==> config.mk <==
export PLATFORM = sky130hd
export DESIGN_NAME = score_string_formatter
export DESIGN_NICKNAME = d
export VERILOG_FILES = /design/src/rtl/score_string_formatter_pkg.sv /design/src/rtl/dd_nibble_adjust.sv /design/src/rtl/score_string_formatter.sv
export SDC_FILE = /design/constraint.sdc
export NUM_CORES = 1
export LEC_CHECK = 0
export ABC_AREA = 1
export BUFFER_PORTS_ARGS = -buffer_cell sky130_fd_sc_hd__buf_2
export CAP_MARGIN = 20
export CELL_PAD_IN_SITES_DETAIL_PLACEMENT = 1
export CELL_PAD_IN_SITES_GLOBAL_PLACEMENT = 1
export CORE_MARGIN = 10
export CORE_UTILIZATION = 37
export CTS_CLUSTER_DIAMETER = 60
export CTS_CLUSTER_SIZE = 20
export DETAILED_ROUTE_END_ITERATION = 8
export GPL_ROUTABILITY_DRIVEN = 0
export PLACE_DENSITY = 0.76
export SETUP_SLACK_MARGIN = 0.4
export SLEW_MARGIN = 10
export SYNTH_ARGS = -nofsm -noshare
export SYNTH_HDL_FRONTEND = slang
export SYNTH_SLANG_ARGS = --single-unit
==> constraint.sdc <==
create_clock -name clk -period 1.6 [get_ports clk]
set_clock_uncertainty 0.2 [all_clocks]
set_input_delay 0.32 -clock clk [delete_from_list [all_inputs] [get_ports clk]]
set_output_delay 0.32 -clock clk [all_outputs]
set_load 0.02 [all_outputs]
==> src/rtl/score_string_formatter_pkg.sv <==
// -----------------------------------------------------------------------------
// score_string_formatter_pkg
// Shared font/display constants for the score string path and the state
// encoding of the binary-to-glyph formatter.
//   NUM_CHARS          number of glyph slots in one rendered string
//   CHAR_H_LEN         horizontal size of one glyph cell in the font strip (px)
//   FONT_STRIP_*       dimensions of the font strip bitmap (px)
//   FONT_DIGIT_BASE    glyph index of '0' in the font strip
//   FONT_BLANK_IDX     glyph index of the blank glyph
//   BCD_WIDTH          width of the packed BCD accumulator (one nibble per char)
// -----------------------------------------------------------------------------
package score_string_formatter_pkg;

   localparam int NUM_CHARS         = 10;
   localparam int CHAR_H_LEN        = 15;
   localparam int FONT_STRIP_WIDTH  = 405;
   localparam int FONT_STRIP_HEIGHT = 30;

   localparam int FONT_DIGIT_BASE   = 0;
   localparam int FONT_BLANK_IDX    = 26;

   localparam int BCD_WIDTH         = 4 * NUM_CHARS;

   typedef enum logic [1:0] {
      IDLE    = 2'd0,
      CONVERT = 2'd1,
      FORMAT  = 2'd2
   } fmt_state_t;

endpackage

==> src/rtl/dd_nibble_adjust.sv <==
// -----------------------------------------------------------------------------
// dd_nibble_adjust
// Double-dabble correction cell: a BCD nibble of 5 or more gets +3 so that the
// following left shift carries correctly into the next decimal digit.
//   nibble_in   4-bit BCD digit before correction
//   nibble_out  4-bit corrected digit (4-bit add, no carry out)
// -----------------------------------------------------------------------------
module dd_nibble_adjust (
   input  logic [3:0] nibble_in,
   output logic [3:0] nibble_out
);

   assign nibble_out = (nibble_in >= 4'd5) ? (nibble_in + 4'd3) : nibble_in;

endmodule

==> src/rtl/score_string_formatter.sv <==
// -----------------------------------------------------------------------------
// score_string_formatter
// Converts an unsigned binary value into ten glyph indices for the string
// renderer using a sequential double-dabble conversion (one value bit per
// cycle). The char outputs are held registers that only change on the cycle
// done is raised, so the renderer never sees a half-converted string.
//   clk, rst_n          system clock, asynchronous active-low reset
//   start, value        conversion request and the value it captures
//   busy                conversion in progress
//   done                one-cycle pulse: chars/overflow just updated
//   overflow            value did not fit in ten decimal digits
//   char_1 .. char_10   glyph indices, char_1 is the most significant digit
// -----------------------------------------------------------------------------
module score_string_formatter
   import score_string_formatter_pkg::*;
#(
   parameter int VALUE_WIDTH = 20,
   parameter int cnt_WIDTH   = 10,
   parameter int DIGIT_BASE  = FONT_DIGIT_BASE,
   parameter int BLANK_IDX   = FONT_BLANK_IDX,
   parameter bit ZERO_PAD    = 1'b0
) (
   input  logic                   clk,
   input  logic                   rst_n,
   input  logic                   start,
   input  logic [VALUE_WIDTH-1:0] value,
   output logic                   busy,
   output logic                   done,
   output logic                   overflow,
   output logic [cnt_WIDTH-1:0]   char_1,
   output logic [cnt_WIDTH-1:0]   char_2,
   output logic [cnt_WIDTH-1:0]   char_3,
   output logic [cnt_WIDTH-1:0]   char_4,
   output logic [cnt_WIDTH-1:0]   char_5,
   output logic [cnt_WIDTH-1:0]   char_6,
   output logic [cnt_WIDTH-1:0]   char_7,
   output logic [cnt_WIDTH-1:0]   char_8,
   output logic [cnt_WIDTH-1:0]   char_9,
   output logic [cnt_WIDTH-1:0]   char_10
);

   localparam int CNT_W = $clog2(VALUE_WIDTH + 1);

   localparam logic [cnt_WIDTH-1:0] BLANK_GLYPH = cnt_WIDTH'(BLANK_IDX);

   function automatic logic [cnt_WIDTH-1:0] digit_glyph(input logic [3:0] d);
      return cnt_WIDTH'(DIGIT_BASE) + cnt_WIDTH'(d);
   endfunction

   fmt_state_t             state;
   fmt_state_t             state_next;

   logic [VALUE_WIDTH-1:0] shift_reg;
   logic [BCD_WIDTH-1:0]   bcd_reg;
   logic [BCD_WIDTH-1:0]   bcd_adj;
   logic [CNT_W-1:0]       bit_cnt;
   logic                   ovf_sticky;

   logic [cnt_WIDTH-1:0]   chars     [NUM_CHARS];
   logic [cnt_WIDTH-1:0]   char_next [NUM_CHARS];
   logic                   done_reg;
   logic                   overflow_reg;

   // ---------------------------------------------------------------------------
   // State register
   // ---------------------------------------------------------------------------
   always_ff @(posedge clk or negedge rst_n) begin
      if (!rst_n) begin
         state <= IDLE;
      end else begin
         state <= state_next;
      end
   end

   // ---------------------------------------------------------------------------
   // Next-state logic
   // ---------------------------------------------------------------------------
   always_comb begin
      state_next = state;
      case (state)
         IDLE:    if (start) state_next = CONVERT;
         // bit_cnt==1 means the last value bit is being shifted in this cycle
         CONVERT: if (bit_cnt == CNT_W'(1)) state_next = FORMAT;
         FORMAT:  state_next = IDLE;
         default: state_next = IDLE;
      endcase
   end

   // ---------------------------------------------------------------------------
   // Per-nibble +3 correction, applied to the current BCD value before the shift
   // ---------------------------------------------------------------------------
   for (genvar n = 0; n < NUM_CHARS; n++) begin : g_adj
      dd_nibble_adjust u_adj (
         .nibble_in  (bcd_reg[4*n +: 4]),
         .nibble_out (bcd_adj[4*n +: 4])
      );
   end

   // ---------------------------------------------------------------------------
   // Glyph formatter: nibble 9 feeds char_1; leading zeros blank unless padded.
   // The least significant slot always shows a digit so zero renders as "0".
   // ---------------------------------------------------------------------------
   always_comb begin
      logic       seen_nz;
      logic [3:0] nib;
      seen_nz = ZERO_PAD;
      nib     = 4'd0;
      for (int i = 0; i < NUM_CHARS; i++) begin
         char_next[i] = BLANK_GLYPH;
      end
      for (int n = NUM_CHARS - 1; n >= 0; n--) begin
         nib = bcd_reg[4*n +: 4];
         if ((nib != 4'd0) || (n == 0)) begin
            seen_nz = 1'b1;
         end
         if (ovf_sticky) begin
            char_next[NUM_CHARS-1-n] = digit_glyph(4'd9);
         end else if (seen_nz) begin
            char_next[NUM_CHARS-1-n] = digit_glyph(nib);
         end else begin
            char_next[NUM_CHARS-1-n] = BLANK_GLYPH;
         end
      end
   end

   // ---------------------------------------------------------------------------
   // Conversion datapath and published result registers
   // ---------------------------------------------------------------------------
   always_ff @(posedge clk or negedge rst_n) begin
      if (!rst_n) begin
         shift_reg    <= '0;
         bcd_reg      <= '0;
         bit_cnt      <= '0;
         ovf_sticky   <= 1'b0;
         done_reg     <= 1'b0;
         overflow_reg <= 1'b0;
         for (int i = 0; i < NUM_CHARS; i++) begin
            chars[i] <= (i == NUM_CHARS - 1) ? digit_glyph(4'd0) : BLANK_GLYPH;
         end
      end else begin
         done_reg <= 1'b0;
         case (state)
            IDLE: begin
               if (start) begin
                  shift_reg  <= value;
                  bcd_reg    <= '0;
                  ovf_sticky <= 1'b0;
                  bit_cnt    <= CNT_W'(VALUE_WIDTH);
               end
            end
            CONVERT: begin
               // {bcd, shift} <<= 1 after correction; the bit pushed out of the
               // top nibble means the value needs an eleventh digit
               bcd_reg    <= {bcd_adj[BCD_WIDTH-2:0], shift_reg[VALUE_WIDTH-1]};
               shift_reg  <= shift_reg << 1;
               ovf_sticky <= ovf_sticky | bcd_adj[BCD_WIDTH-1];
               bit_cnt    <= bit_cnt - CNT_W'(1);
            end
            FORMAT: begin
               for (int i = 0; i < NUM_CHARS; i++) begin
                  chars[i] <= char_next[i];
               end
               overflow_reg <= ovf_sticky;
               done_reg     <= 1'b1;
            end
            default: ;
         endcase
      end
   end

   assign busy     = (state != IDLE);
   assign done     = done_reg;
   assign overflow = overflow_reg;

   assign char_1  = chars[0];
   assign char_2  = chars[1];
   assign char_3  = chars[2];
   assign char_4  = chars[3];
   assign char_5  = chars[4];
   assign char_6  = chars[5];
   assign char_7  = chars[6];
   assign char_8  = chars[7];
   assign char_9  = chars[8];
   assign char_10 = chars[9];

endmodule

==> metrics.cfg <==
[status]
status = complete, but fails checks
violations = negative hold slack, negative setup slack

[cells_and_area]
syn2layout_area_growth_pct = 87.1
design_area_um2 = 11400
diodes = 0
largest_register_ffs = 40
layout_commonest_cell = buf_4
nets = 1026
final_cell_mix = buf_4 (120), buf_6 (92), dfrtp_1 (87)
drive_gt1_share_pct = 63.4

[clocking]
htreeDepth = 4
cts_tree = built
clkLatencyLatePin_ns = 0.45
cts_buffer_depth = 2
clk_pin_slew_ns = 0.06
cts_sinks = 119
numCtsBuffers = 17
root_buffer = clkbuf_16

[synth]
async_flop_share_pct = 100
syn_area_per_cell_um2 = 8.86
synth_enable_flop_cells = 0
syn_area_um2 = 6090
synth-main-ff-cell = dfrtp_1
synth_seq_cells = 119
ys_seq_area_share_pct = 49.5
synthCells = 687
yosys_warnings = 0
ys_types = 35

[setup_path]
setup.worst_path.start = bcd_reg[18]
critPathCaptureType = flip-flop
max_stage_delay_ns = 0.44
path_class = reg2reg
r2r_start = bcd_reg[18]
cpMaxStageDelayCell = dfrtp_1
critPathLaunchType = flip-flop
worstPathCellList = inv_1 > nand3_1 > nor3_4 > nand2_2 > a21oi_2
arrival_ns = 2.21
cp_max_fo = 4
required_ns = 1.77

[global_route]
grt_overflow_total = 0
grt_use_total_pct = 26.4
grt_pass1_wl_um = 44900
grt_pass1_vias = 7304
grt_start_max_net_pins = 31
antenna_found_initial = 0

[timing]
final-max-slew-violation-count = 0
post-route-min-period_ns = 2.04
fin_crit_sh_pct = 128
final_hold_viol_count = 1
layout_setup_ws_ns = -0.444
max-slew-margin-rel_pct = 64.5
setup_violations = 143
worstMarginPinSlew_ns = 0.524
setup_tns_ns = -24.62
fmax_ghz = 0.489
whs_ns = -0.00551
rsz0062_at_grt = yes

[power_and_ir_drop]
vdd_drop_max_uv = 1440
p_comb_share_pct = 63.5
seq_power_share_pct = 21.1
powerDensity_nw_per_um2 = 2460
p_int_uw = 15000
pwr-share-clk_pct = 15.4
p_switching_uw = 13000
swShare_pct = 46.5
leakagePower_uw = 0.00522

[place]
post-dp-hpwl_um = 13800
placed_area_um2 = 7260
dp_worst_setup_slack_ns = -0.271
portBuffers = 74

[routing]
avgViaCountPerCell = 5.83
vias = 7022
drt_iter0_markers = 708
firstDrtPassIters = 5
drtAntennaViolNets = 0
wire_per_inst_um = 31.6
drt-total-wl_um = 38000
remaining_drc_errors = 0

[worst_hold_path]
hp-class = in2reg
hp-start = value[6]

[die]
initial_core_util_pct = 38.0
num_rows = 46
die_h_um = 148
dieArea_um2 = 22000
core_um2 = 16000
io_pins = 126
fp.dieW_um = 148

[job]
drv_cap = 0

## what timing repair did
item	4_1_cts	5_1_grt
hold buffers	15	0
setup endpoints to repair	171	196
buffers inserted	64	50
hold endpoints to repair	93	0
pin swaps	57	44
resized for setup	374	185
gates cloned	9	7
## path summary, 6_finish.rpt
path | slack, ns | to | cells after the start
max | -0.44 | char_8[3] | 5
min in group asynchronous | 0.12 | bcd_reg[38] | 2
max in group asynchronous | 0.50 | state[0] | 3
min reg2reg | 0.29 | char_3[4] | 2
min | -0.006 | shift_reg[6] | 3
max reg2reg | -0.44 | char_8[3] | 5
## metal layers
metal  vias up  part of all wire (%)  track usage (%)
met1      3527                    35             28.0
met4         0                   6.9             12.4
met2       516                    51             48.8
met3       211                   7.8             5.25
li1       2768                     -                -
met5         -                     0                0
## final cells by class
class | instances | area, um2
Clock buffer | 23 | 468
Clock inverter | 9 | 149
Fill cell | 1582 | 4610
Inverter | 73 | 342
Multi-Input combinational cell | 467 | 3910
Sequential cell | 119 | 3020
Tap cell | 216 | 270
Timing Repair Buffer | 297 | 3230
Timing Repair inverter | 1 | 11.3
## per-stage QoR
stage / instances / power (uW) / utilization [%]
floorplan: 737 / 10500 / -
CTS: 1148 / 22100 / 63.0
detailed placement: 1028 / 13300 / 45.4
global placement: 1028 / 12700 / 45.4
global route: 1205 / 28700 / 71.2
finish: 1205 / 28000 / 71.2
## synthesized netlist by cell type, types with 3 or more instances
cell      count  area, um2
inv_1        68        255
clkbuf_1     16       60.1
o21ai_1       5       25.0
a31oi_1       6       37.5
inv_2         5       18.8
nor2_1       60        225
o22ai_1      24        150
dfstp_2      27        709
nand3_1      17       85.1
buf_4        51        383
xor2_1        9       78.8
nor2_2        7       43.8
dfrtp_1      92       2300
o32ai_1       6       52.6
o21ai_0      83        415
nor3_1        3       15.0
nand2_1     102        383
buf_2        11       55.1
ha_1         27        338
o311ai_0      5       43.8
a22oi_1       7       52.6
nand2_2       4       25.0
a21oi_1      38        190
## power by group through the flow
stage               Clock [uW]  Combinational (uW)  Sequential [uW]
finish                    4300               17800             5910
global placement             0                7540             5160
detailed placement           0                8070             5250
floorplan                    0                4900             5580
global route              4460               18300             5950
CTS                       4100               12600             5430
## critical path, delay by kind of cell (launching register included)
family                 cells  cell delay (ns)
and+or+nand+nor            3             0.90
AOI/OAI and AO/OA          1             0.18
DFF                        1             0.44
buffers and inverters      1             0.22
## logic make-up (layout without fill, tap and decap cells)
kind of cell | count (synthesis) | after routing | share of synthesized area [%]
buf+inv | 151 | 403 | 12.7
simple gates | 200 | 200 | 14.2
fa+ha+maj | 27 | 27 | 5.55
other cells | 1 | 51 | 0.0616
flops | 119 | 119 | 49.5
mux | 1 | 1 | 0.164
compound gates | 179 | 179 | 16.6
xor+xnor | 9 | 9 | 1.30
Power figures use the tool's default switching activity.
